<file path="config.mk">
export PLATFORM = sky130hd
export DESIGN_NAME = dispatch_ctrl
export DESIGN_NICKNAME = d
export VERILOG_FILES = /design/src/rtl/dispatch_ctrl.sv
export SDC_FILE = /design/constraint.sdc
export NUM_CORES = 1
export LEC_CHECK = 0
export CAP_MARGIN = 20
export CORE_ASPECT_RATIO = 1.1
export CORE_MARGIN = 2
export CORE_UTILIZATION = 55
export DETAILED_ROUTE_END_ITERATION = 7
export MAX_ROUTING_LAYER = met4
export PLACE_DENSITY = 0.93
export RECOVER_POWER = 50
export SLEW_MARGIN = 0
export SYNTH_ARGS = -nofsm -noshare
export SYNTH_HDL_FRONTEND = slang
export SYNTH_SLANG_ARGS = --single-unit
</file>
<file path="constraint.sdc">
create_clock -name clk -period 6.3 [get_ports clk]
set_clock_uncertainty 0.15 [all_clocks]
set_input_delay 0.945 -clock clk [delete_from_list [all_inputs] [get_ports clk]]
set_output_delay 0.945 -clock clk [all_outputs]
set_load 0.01 [all_outputs]
</file>
<file path="src/rtl/dispatch_ctrl.sv">
// In-order dispatch sequencer: small instruction queue, per-unit dispatch gating, fetch stop and PC redirect
// around control-flow instructions. Define DISPATCH_PERF_EN to add saturating stall counters.
module dispatch_ctrl #(
  parameter int QDEPTH = 4,
  parameter int INST_W = 32,
  parameter int ADDR_W = 32
) (
  input  logic              clk,
  input  logic              rst_n,
  input  logic              fetch_valid,
  input  logic [INST_W-1:0] fetch_inst,
  input  logic [ADDR_W-1:0] fetch_pc,
  output logic              fetch_ready,
  output logic              dec_enable,
  output logic [INST_W-1:0] dec_inst,
  output logic [ADDR_W-1:0] dec_pc,
  input  logic              rob_full,
  input  logic              alu_rs_full,
  input  logic              ls_rs_full,
  input  logic              br_rs_full,
  input  logic              branch_dest_valid,
  input  logic [ADDR_W-1:0] branch_dest,
  input  logic              ctrl_resolve_valid,
  input  logic [ADDR_W-1:0] ctrl_resolve_dest,
  output logic              redirect_valid,
  output logic [ADDR_W-1:0] redirect_pc,
  output logic              ctrl_pending
`ifdef DISPATCH_PERF_EN
  ,
  output logic [31:0]       stall_rob_cnt,
  output logic [31:0]       stall_rs_cnt,
  output logic [31:0]       stall_ctrl_cnt
`endif
);

  localparam int PTR_W = (QDEPTH > 1) ? $clog2(QDEPTH) : 1;
  localparam int CNT_W = PTR_W + 1;

  localparam logic [6:0] OP_BRANCH = 7'b1100011;
  localparam logic [6:0] OP_JAL    = 7'b1101111;
  localparam logic [6:0] OP_JALR   = 7'b1100111;
  localparam logic [6:0] OP_LOAD   = 7'b0000011;
  localparam logic [6:0] OP_STORE  = 7'b0100011;

  typedef enum logic [1:0] {ST_RUN, ST_WAIT, ST_REDIR} state_t;

  logic [INST_W-1:0] inst_mem [QDEPTH];
  logic [ADDR_W-1:0] pc_mem   [QDEPTH];

  logic [PTR_W-1:0]  head_q, head_d;
  logic [PTR_W-1:0]  tail_q, tail_d;
  logic [CNT_W-1:0]  count_q, count_d;
  state_t            state_q;
  logic              ctrl_in_q;
  logic              redirect_valid_q;
  logic [ADDR_W-1:0] redirect_pc_q;
  logic              ctrl_pending_q;

  logic [6:0] head_op;
  logic       head_is_ctrl;
  logic       head_is_br;
  logic       head_needs_rob;
  logic       head_rs_full;
  logic       unit_ok;
  logic       fetch_is_ctrl;
  logic       enq;
  logic       in_run;
  logic       not_empty;

  assign head_op   = inst_mem[head_q][6:0];
  assign in_run    = (state_q == ST_RUN);
  assign not_empty = (count_q != '0);

  assign head_is_br   = (head_op == OP_BRANCH);
  assign head_is_ctrl = head_is_br || (head_op == OP_JAL) || (head_op == OP_JALR);
  assign fetch_is_ctrl = (fetch_inst[6:0] == OP_BRANCH) || (fetch_inst[6:0] == OP_JAL) ||
                         (fetch_inst[6:0] == OP_JALR);

  // Stores need no ROB slot; branches are tracked by the branch RS only.
  always_comb begin
    head_needs_rob = 1'b1;
    head_rs_full   = alu_rs_full;
    unique case (head_op)
      OP_BRANCH: begin head_needs_rob = 1'b0; head_rs_full = br_rs_full; end
      OP_LOAD:   begin head_needs_rob = 1'b1; head_rs_full = ls_rs_full; end
      OP_STORE:  begin head_needs_rob = 1'b0; head_rs_full = ls_rs_full; end
      default:   begin head_needs_rob = 1'b1; head_rs_full = alu_rs_full; end
    endcase
    unit_ok = !head_rs_full && !(head_needs_rob && rob_full);
  end

  assign fetch_ready = (count_q < CNT_W'(QDEPTH)) && !ctrl_in_q && in_run;
  assign dec_enable  = not_empty && in_run && unit_ok;
  assign enq         = fetch_valid && fetch_ready;

  assign dec_inst       = inst_mem[head_q];
  assign dec_pc         = pc_mem[head_q];
  assign redirect_valid = redirect_valid_q;
  assign redirect_pc    = redirect_pc_q;
  assign ctrl_pending   = ctrl_pending_q;

  always_comb begin
    head_d  = dec_enable ? head_q + PTR_W'(1) : head_q;
    tail_d  = enq ? tail_q + PTR_W'(1) : tail_q;
    count_d = count_q;
    if (enq && !dec_enable) count_d = count_q + CNT_W'(1);
    else if (!enq && dec_enable) count_d = count_q - CNT_W'(1);
  end

  always_ff @(posedge clk) begin
    if (enq) begin
      inst_mem[tail_q] <= fetch_inst;
      pc_mem[tail_q]   <= fetch_pc;
    end
  end

  always_ff @(posedge clk or negedge rst_n) begin
    if (!rst_n) begin
      head_q           <= '0;
      tail_q           <= '0;
      count_q          <= '0;
      state_q          <= ST_RUN;
      ctrl_in_q        <= 1'b0;
      redirect_valid_q <= 1'b0;
      redirect_pc_q    <= '0;
      ctrl_pending_q   <= 1'b0;
    end else begin
      head_q  <= head_d;
      tail_q  <= tail_d;
      count_q <= count_d;
      unique case (state_q)
        ST_RUN: begin
          redirect_valid_q <= 1'b0;
          if (dec_enable && head_is_ctrl) begin
            if (head_is_br && branch_dest_valid) begin
              state_q          <= ST_REDIR;
              redirect_valid_q <= 1'b1;
              redirect_pc_q    <= branch_dest;
            end else begin
              state_q        <= ST_WAIT;
              ctrl_pending_q <= 1'b1;
            end
          end
        end
        ST_WAIT: begin
          if (ctrl_resolve_valid) begin
            state_q          <= ST_REDIR;
            redirect_valid_q <= 1'b1;
            redirect_pc_q    <= ctrl_resolve_dest;
          end
        end
        ST_REDIR: begin
          state_q          <= ST_RUN;
          redirect_valid_q <= 1'b0;
          ctrl_in_q        <= 1'b0;
          ctrl_pending_q   <= 1'b0;
        end
        default: state_q <= ST_RUN;
      endcase
      // A control inst is always the youngest entry, so enq never overlaps the REDIR clear.
      if (enq && fetch_is_ctrl) ctrl_in_q <= 1'b1;
    end
  end

`ifdef DISPATCH_PERF_EN
  logic stall_rob, stall_rs, stall_ctrl;

  assign stall_rob  = not_empty && in_run && head_needs_rob && rob_full;
  assign stall_rs   = not_empty && in_run && head_rs_full;
  assign stall_ctrl = (state_q == ST_WAIT);

  always_ff @(posedge clk or negedge rst_n) begin
    if (!rst_n) begin
      stall_rob_cnt  <= '0;
      stall_rs_cnt   <= '0;
      stall_ctrl_cnt <= '0;
    end else begin
      if (stall_rob && (stall_rob_cnt != '1))   stall_rob_cnt  <= stall_rob_cnt + 32'd1;
      if (stall_rs && (stall_rs_cnt != '1))     stall_rs_cnt   <= stall_rs_cnt + 32'd1;
      if (stall_ctrl && (stall_ctrl_cnt != '1)) stall_ctrl_cnt <= stall_ctrl_cnt + 32'd1;
    end
  end
`endif

endmodule

</file>
==> results of run 1 <==
[area by class of cell]
class	count	share of cell area
flip-flops and latches	300	0.582
clock buffers	37	0.0500
well taps	256	0.0212
clock inverters	13	0.00604
inverters	9	0.00232
repair buffers	240	0.158
multi-input cells	195	0.179
diodes	15	0.00248
[kinds of logic (layout without fill, tap and decap cells)]
kind of cell             after synthesis  after routing  synth area share
multiplexers                         129            129             0.188
AND/OR/NAND/NOR                       31             31            0.0153
XOR/XNOR                               6              6           0.00453
flip-flops                           300            300             0.757
adder cells (fa/ha/maj)               10             10            0.0114
AO/OA/AOI/OAI                         19             19            0.0123
other                                  0             15                 0
buffers and inverters                 31            299            0.0119
[sequential cells by signal, indices dropped and copies added (netlist names)]
register / cells
tail_q: 2
inst_mem: 128
head_q: 2
ctrl_in_q: 1
redirect_pc: 32
ctrl_pending: 1
count_q: 3
state_q: 2
redirect_valid: 1
pc_mem: 128
[cell usage in the layout (no fill, tap or decap), types with 3 or more instances in the layout]
cell type,synthesis,final
sky130_fd_sc_hd__nor2_1,5,5
sky130_fd_sc_hd__clkdlybuf4s50_1,0,137
sky130_fd_sc_hd__nor2b_1,3,3
sky130_fd_sc_hd__dfrtp_1,44,42
sky130_fd_sc_hd__clkinv_1,0,7
sky130_fd_sc_hd__ha_1,9,9
sky130_fd_sc_hd__o21ai_0,3,3
sky130_fd_sc_hd__edfxtp_1,256,256
sky130_fd_sc_hd__inv_1,8,8
sky130_fd_sc_hd__mux2_2,64,64
sky130_fd_sc_hd__nand2_1,5,5
sky130_fd_sc_hd__diode_2,0,15
sky130_fd_sc_hd__buf_4,3,3
sky130_fd_sc_hd__dlygate4sd3_1,0,98
sky130_fd_sc_hd__a21oi_1,3,3
sky130_fd_sc_hd__clkbuf_1,12,10
sky130_fd_sc_hd__clkbuf_16,0,29
sky130_fd_sc_hd__xnor2_1,4,4
sky130_fd_sc_hd__nand2b_1,3,3
sky130_fd_sc_hd__clkinv_2,1,3
sky130_fd_sc_hd__mux4_2,63,63
[worst min-delay path by stage]
stage                       to  slack (ns)  depth (start not counted)
2_1_floorplan       count_q[2]        0.32                          1
3_3_place_gp    redirect_pc[7]        0.32                          1
3_5_place_dp   redirect_pc[18]        0.34                          1
4_1_cts        redirect_pc[18]        0.36                          1
5_1_grt         redirect_pc[9]        0.11                          1
6_report        redirect_pc[9]        0.10                          1
[per-stage QoR]
stage / std cells / worst slack [ns] / cell area, um^2 / hold WS (ns)
after floorplan: 526 / 2.80 / 11600 / 0.316
after global routing: 1065 / 1.22 / 15100 / 0.105
after global placement: 999 / 2.10 / 14200 / 0.323
final: 1065 / 1.51 / 15100 / 0.103
after detailed placement: 999 / 2.05 / 14200 / 0.344
after CTS: 1049 / 1.48 / 15100 / 0.357
[power breakdown]
| part | internal, mW | total, mW | leakage [nW] | switching, mW |
|---|---|---|---|---|
| clock network | 0.882 | 1.56 | 0.409 | 0.673 |
| registers | 2.49 | 2.69 | 2.83 | 0.195 |
| logic | 1.15 | 2.03 | 1.85 | 0.882 |
[metal layers]
layer	wire [um]	share of wire	track usage	vias up
met3	2900	0.12	0.0930	40
li1	-	-	-	2676
met2	12600	0.51	0.392	294
met4	443	0.018	0.0476	0
met1	8700	0.35	0.248	3037
met5	0	0	-	-
==> run_summary.xml, run 1 <==
<?xml version="1.0" encoding="UTF-8"?>
<metrics>
  <group name="floorplan">
    <metric name="core_area" unit="um^2">20600</metric>
    <metric name="floorplan.rows" unit="">55</metric>
    <metric name="floorplan.initialDensity" unit="">0.562</metric>
    <metric name="die_area" unit="um^2">22300</metric>
    <metric name="boundaryPins" unit="">237</metric>
    <metric name="die-height" unit="um">156</metric>
    <metric name="dieWidth" unit="um">143</metric>
  </group>
  <group name="placed_design">
    <metric name="place_hpwl" unit="um">15700</metric>
    <metric name="port-buffer-count" unit="">236</metric>
    <metric name="gp_congestion" unit="">0.799</metric>
  </group>
  <group name="critical_path">
    <metric name="worst-path-buf-inv" unit="">2</metric>
    <metric name="crit_path_end_kind" unit="">output pin</metric>
    <metric name="cp_slowest_cell" unit="">sky130_fd_sc_hd__dfrtp_4</metric>
    <metric name="worstSetupStartpointType" unit="">flip-flop</metric>
    <metric name="cp_slowest_stage_delay" unit="ns">0.76</metric>
    <metric name="worst-r2r-cell-count" unit="">4</metric>
    <metric name="timing.critical_path.fanout_max" unit="">26</metric>
    <metric name="worst-path-stages" unit="">6</metric>
    <metric name="crit_type" unit="">flip-flop to output pin</metric>
    <metric name="timing.critical_path.max_delay_family" unit="">flip-flops</metric>
    <metric name="regToRegEndpoint" unit="">pc_mem[1][31]</metric>
    <metric name="arrival_time_of_data_at_the_critical_path_endpoint" unit="ns">3.69</metric>
    <metric name="critical_path.reg2reg.startpoint" unit="">state_q[1]</metric>
    <metric name="cp-startpoint" unit="">head_q[0]</metric>
    <metric name="timing.critical_path.required" unit="ns">5.20</metric>
    <metric name="path_cells" unit="">mux4_1 &gt; or2_0 &gt; o31a_1 &gt; a2111o_1 &gt; clkinv_2 &gt; clkdlybuf4s50_1</metric>
    <metric name="r2r_slack" unit="ns">1.53</metric>
    <metric name="critical_path.endpoint" unit="">dec_enable</metric>
  </group>
  <group name="timing">
    <metric name="drv_slew" unit="">172</metric>
    <metric name="achievable-frequency" unit="MHz">209</metric>
    <metric name="min_period_over_period" unit="">0.760</metric>
    <metric name="relSlewSlack" unit="">-1.24</metric>
    <metric name="hold_viol_final" unit="">0</metric>
    <metric name="clock_period_minus_worst_slack" unit="ns">4.79</metric>
    <metric name="final-setup-viol-count" unit="">0</metric>
    <metric name="timing_worst_slew_pin_value" unit="ns">3.36</metric>
    <metric name="setup_repair_after_global_routing_missed_its_margin" unit="">false</metric>
    <metric name="timing.setup.tns" unit="ns">0</metric>
  </group>
  <group name="yosys">
    <metric name="synth_seq_area_share" unit="">0.757</metric>
    <metric name="syn_area_per_cell" unit="um^2">22.1</metric>
    <metric name="ffs_w_async_s_r_synth" unit="">0.147</metric>
    <metric name="syn_area" unit="um^2">11600</metric>
    <metric name="syn-num-nets" unit="">673</metric>
    <metric name="top_ff_cell_synth" unit="">sky130_fd_sc_hd__edfxtp_1</metric>
    <metric name="netlist.area_leader.share" unit="">0.662</metric>
    <metric name="synth.most_common_cell" unit="">sky130_fd_sc_hd__edfxtp_1</metric>
    <metric name="synth_warnings" unit="">0</metric>
    <metric name="most_area_hungry_cell_type_in_the_yosys_netlist" unit="">sky130_fd_sc_hd__edfxtp_1</metric>
    <metric name="synth_edf_count" unit="">256</metric>
    <metric name="leading_post_synthesis_cells_by_instance_count" unit="">256 x sky130_fd_sc_hd__edfxtp_1, 64 x sky130_fd_sc_hd__mux2_2, 63 x sky130_fd_sc_hd__mux4_2</metric>
    <metric name="synth_seq_cells" unit="">300</metric>
    <metric name="ys_types" unit="">43</metric>
    <metric name="synthCells" unit="">526</metric>
    <metric name="synth.area.top_cells" unit="">sky130_fd_sc_hd__edfxtp_1 66%, sky130_fd_sc_hd__mux4_2 12%, sky130_fd_sc_hd__dfrtp_1 9.5%</metric>
  </group>
  <group name="detailed_routing">
    <metric name="routed_wire_length_per_instance" unit="um">23.2</metric>
    <metric name="first_pass_iters" unit="">6</metric>
    <metric name="finalWirelength" unit="um">24700</metric>
    <metric name="routed-via-count" unit="">6047</metric>
    <metric name="route.detailed.drc" unit="">0</metric>
    <metric name="detail-route-antenna-nets" unit="">0</metric>
    <metric name="avgViaCountPerCell" unit="">5.68</metric>
    <metric name="initialDrtViolationCount" unit="">376</metric>
  </group>
  <group name="power">
    <metric name="finalPower" unit="mW">6.28</metric>
    <metric name="power.ir.vdd_worst" unit="V">0.000315</metric>
    <metric name="total_leakage_power" unit="nW">5.09</metric>
    <metric name="power_per_cell_area" unit="nW/um^2">415</metric>
  </group>
  <group name="grt">
    <metric name="grt.overflow.total" unit="">0</metric>
    <metric name="first_global_vias" unit="">6605</metric>
    <metric name="grt_first_pass_wirelength" unit="um">36800</metric>
    <metric name="antenna_found_initial" unit="">15</metric>
    <metric name="grt_start_max_net_pins" unit="">65</metric>
    <metric name="grt_util_all_layers" unit="">0.227</metric>
  </group>
  <group name="final_layout">
    <metric name="fillers" unit="">1165</metric>
    <metric name="final-seq-area" unit="um^2">8790</metric>
    <metric name="multiInputGateArea" unit="um^2">2700</metric>
    <metric name="layout-area-overhead-vs-synth" unit="%">30.2</metric>
    <metric name="layout.nets" unit="">922</metric>
    <metric name="drive_gt1_frac" unit="">0.217</metric>
    <metric name="utilization" unit="">0.732</metric>
  </group>
  <group name="run">
    <metric name="maxCapViolCount" unit="">3</metric>
  </group>
  <group name="run_status">
    <metric name="failed_checks" unit="">capacitance limit, slew limit</metric>
    <metric name="outcome" unit="">finished, violations left</metric>
  </group>
  <group name="clocking">
    <metric name="cts_repair_resize_count" unit="">0</metric>
    <metric name="clock_latency" unit="ns">0.52</metric>
    <metric name="clock_tree.root_cell" unit="">sky130_fd_sc_hd__clkbuf_16</metric>
    <metric name="clock_sink_count" unit="">300</metric>
    <metric name="cts.hold.buffers_added" unit="">0</metric>
    <metric name="clk_pin_slew" unit="ns">0.06</metric>
    <metric name="cts.repair_timing.setup_buffer_count" unit="">0</metric>
    <metric name="clock_tree_buffer_depth" unit="">3</metric>
    <metric name="clock_tree.htree_level_count" unit="">1</metric>
    <metric name="tritoncts" unit="">done</metric>
    <metric name="cts_made_buffers" unit="">29</metric>
  </group>
  <group name="min_path">
    <metric name="worst_hold_path_type" unit="">input port to asynchronous set/reset pin</metric>
  </group>
</metrics>
No activity file was read; power rests on OpenSTA's default activity.
==> run 2: changes to the inputs <==
CORE_UTILIZATION = 51   (was 55)
PLACE_DENSITY = 0.87   (was 0.93)
clock period = 4.95 ns   (was 6.3 ns; I/O delays follow)
==> run 2 against run 1 <==
  * The flow still finishes with violations (capacitance limit, slew limit)
  * Count of clock-buffer cells in the layout up 1
  * Sequential power is 26% higher
  * Register-to-register slack got worse by 0.23 ns
  * Non-clock buffer count grew 4
  * Die area increased by 7.6%
  * Worst setup slack worse by 1.2 ns
  * Core utilization shrank 4.4 points
==> run_summary.xml, run 2 (synthesis gave the netlist of run 1 again) <==
<?xml version="1.0" encoding="UTF-8"?>
<metrics>
  <group name="final_layout">
    <metric name="drive_gt1_frac" unit="">0.231</metric>
    <metric name="fillers" unit="">1408</metric>
    <metric name="layout.nets" unit="">927</metric>
    <metric name="most_common_cell_after_layout_fill_and_taps_aside" unit="">sky130_fd_sc_hd__edfxtp_1</metric>
    <metric name="layout-area-overhead-vs-synth" unit="%">31.8</metric>
    <metric name="post_layout_instance_area" unit="um^2">15300</metric>
    <metric name="finalNonFillerCells" unit="">1109</metric>
    <metric name="utilization" unit="">0.688</metric>
    <metric name="mostFrequentLayoutCells" unit="">256 x sky130_fd_sc_hd__edfxtp_1, 137 x sky130_fd_sc_hd__clkdlybuf4s50_1, 99 x sky130_fd_sc_hd__dlygate4sd3_1</metric>
  </group>
  <group name="power">
    <metric name="power.ir.vdd_worst" unit="V">0.000404</metric>
    <metric name="clock_power_share" unit="">0.267</metric>
    <metric name="netSwitchingFraction" unit="">0.274</metric>
    <metric name="power_switching" unit="mW">2.24</metric>
    <metric name="sequentialPowerShare" unit="">0.414</metric>
    <metric name="power_per_cell_area" unit="nW/um^2">534</metric>
    <metric name="total_leakage_power" unit="nW">5.16</metric>
    <metric name="cell_internal_pwr" unit="mW">5.94</metric>
    <metric name="combPwrFrac" unit="">0.318</metric>
  </group>
  <group name="timing">
    <metric name="timing.setup.tns" unit="ns">0</metric>
    <metric name="drv_slew" unit="">161</metric>
    <metric name="relSlewSlack" unit="">-0.130</metric>
    <metric name="final-setup-viol-count" unit="">0</metric>
    <metric name="min_period_over_period" unit="">0.942</metric>
    <metric name="timing_worst_slew_pin_value" unit="ns">1.70</metric>
    <metric name="achievable-frequency" unit="MHz">215</metric>
    <metric name="hold_viol_final" unit="">0</metric>
    <metric name="clock_period_minus_worst_slack" unit="ns">4.66</metric>
    <metric name="setup_repair_after_global_routing_missed_its_margin" unit="">false</metric>
  </group>
  <group name="detailed_routing">
    <metric name="routed-via-count" unit="">5952</metric>
    <metric name="first_pass_iters" unit="">6</metric>
    <metric name="route.detailed.drc" unit="">0</metric>
    <metric name="initialDrtViolationCount" unit="">437</metric>
    <metric name="finalWirelength" unit="um">23800</metric>
    <metric name="avgViaCountPerCell" unit="">5.37</metric>
    <metric name="detail-route-antenna-nets" unit="">0</metric>
    <metric name="routed_wire_length_per_instance" unit="um">21.4</metric>
  </group>
  <group name="clocking">
    <metric name="clock_sink_count" unit="">300</metric>
    <metric name="cts_made_buffers" unit="">30</metric>
    <metric name="cts.repair_timing.setup_buffer_count" unit="">0</metric>
    <metric name="cts.hold.buffers_added" unit="">0</metric>
    <metric name="clock_latency" unit="ns">0.54</metric>
    <metric name="clk_pin_slew" unit="ns">0.06</metric>
    <metric name="cts_repair_resize_count" unit="">0</metric>
    <metric name="clock_tree.root_cell" unit="">sky130_fd_sc_hd__clkbuf_16</metric>
    <metric name="tritoncts" unit="">done</metric>
    <metric name="clock_tree_buffer_depth" unit="">3</metric>
    <metric name="clock_tree.htree_level_count" unit="">1</metric>
  </group>
  <group name="critical_path">
    <metric name="crit_path_end_kind" unit="">output pin</metric>
    <metric name="arrival_time_of_data_at_the_critical_path_endpoint" unit="ns">3.77</metric>
    <metric name="timing.critical_path.fanout_max" unit="">20</metric>
    <metric name="path_cells" unit="">mux4_1 &gt; or2_0 &gt; o31a_1 &gt; a2111o_1 &gt; clkinvlp_2 &gt; clkdlybuf4s50_1</metric>
    <metric name="crit_type" unit="">flip-flop to output pin</metric>
    <metric name="timing.critical_path.required" unit="ns">4.06</metric>
    <metric name="worstSetupStartpointType" unit="">flip-flop</metric>
    <metric name="cp_slowest_stage_delay" unit="ns">0.68</metric>
    <metric name="cp_slowest_cell" unit="">sky130_fd_sc_hd__dfrtp_4</metric>
  </group>
  <group name="floorplan">
    <metric name="floorplan.initialDensity" unit="">0.522</metric>
    <metric name="core_area" unit="um^2">22300</metric>
    <metric name="die_area" unit="um^2">24000</metric>
    <metric name="dieWidth" unit="um">148</metric>
    <metric name="floorplan.rows" unit="">57</metric>
    <metric name="die-height" unit="um">162</metric>
    <metric name="boundaryPins" unit="">237</metric>
  </group>
  <group name="grt">
    <metric name="antenna_found_initial" unit="">12</metric>
    <metric name="grt_first_pass_wirelength" unit="um">36400</metric>
    <metric name="grt_util_all_layers" unit="">0.204</metric>
    <metric name="grt_start_max_net_pins" unit="">65</metric>
    <metric name="first_global_vias" unit="">6562</metric>
    <metric name="grt.overflow.total" unit="">0</metric>
  </group>
  <group name="run_status">
    <metric name="outcome" unit="">finished, violations left</metric>
    <metric name="failed_checks" unit="">capacitance limit, slew limit</metric>
  </group>
  <group name="min_path">
    <metric name="worst_hold_path_type" unit="">flip-flop to flip-flop</metric>
  </group>
  <group name="placed_design">
    <metric name="post_dp_cell_area" unit="um^2">14300</metric>
    <metric name="placed_cells_incl_taps" unit="">1041</metric>
    <metric name="place_hpwl" unit="um">15400</metric>
    <metric name="gp_congestion" unit="">0.809</metric>
    <metric name="port-buffer-count" unit="">236</metric>
  </group>
  <group name="run">
    <metric name="maxCapViolCount" unit="">3</metric>
  </group>
</metrics>
run 2: path summary, 6_finish.rpt:
kind / from / endpoint / slack (ns) / depth (start not counted)
worst max-delay path: head_q[0] / dec_enable / 0.29 / 6
worst min-delay path: redirect_pc[7] / redirect_pc[7] / 0.34 / 1
worst max register to register: head_q[0] / count_q[1] / 1.30 / 8
worst min register to register: redirect_pc[7] / redirect_pc[7] / 0.34 / 1
max in group asynchronous: rst_n / head_q[0] / 1.90 / 3
min in group asynchronous: rst_n / redirect_valid / 0.66 / 2
run 2: metal layers:
layer,track usage,part of all wire,vias to the layer above
met2,0.350,0.50,251
met5,-,0,-
met4,0.0532,0.022,0
met1,0.233,0.38,2972
met3,0.0683,0.10,39
li1,-,-,2690
run 2: final cells by class:
cell class | instances | area (um^2) | share of cell area
Sequential cell | 300 | 8790 | 0.575
Multi-Input combinational cell | 195 | 2700 | 0.176
Timing Repair Buffer | 244 | 2410 | 0.158
Clock buffer | 38 | 802 | 0.0524
Tap cell | 295 | 369 | 0.0241
Clock inverter | 16 | 163 | 0.0106
Inverter | 9 | 35.0 | 0.00229
Antenna cell | 12 | 30.0 | 0.00196
run 2: stage by stage:
| step | hold WS, ns | setup slack [ns] | power [mW] |
|---|---|---|---|
| 2_1_floorplan | 0.297 | 1.45 | 4.78 |
| 3_3_place_gp | 0.320 | 0.988 | 6.05 |
| 3_5_place_dp | 0.334 | 0.945 | 6.13 |
| 4_1_cts | 0.218 | 0.361 | 8.33 |
| 5_1_grt | 0.361 | 0.139 | 8.54 |
| 6_report | 0.336 | 0.289 | 8.17 |
run 2: power by group through the flow:
stage	registers [mW]	logic, mW	clock network (mW)
6_report	3.39	2.60	2.18
5_1_grt	3.44	2.77	2.33
4_1_cts	3.40	2.71	2.22
3_5_place_dp	3.45	2.68	0
3_3_place_gp	3.41	2.64	0
2_1_floorplan	3.40	1.38	0
run 2: critical path: cells and delay by family (launching register included):
kind | cells | cell delay [ns]
AO/OA/AOI/OAI | 2 | 0.76
buffers and inverters | 2 | 0.85
flip-flops | 1 | 0.68
multiplexers | 1 | 0.66
AND/OR/NAND/NOR | 1 | 0.29
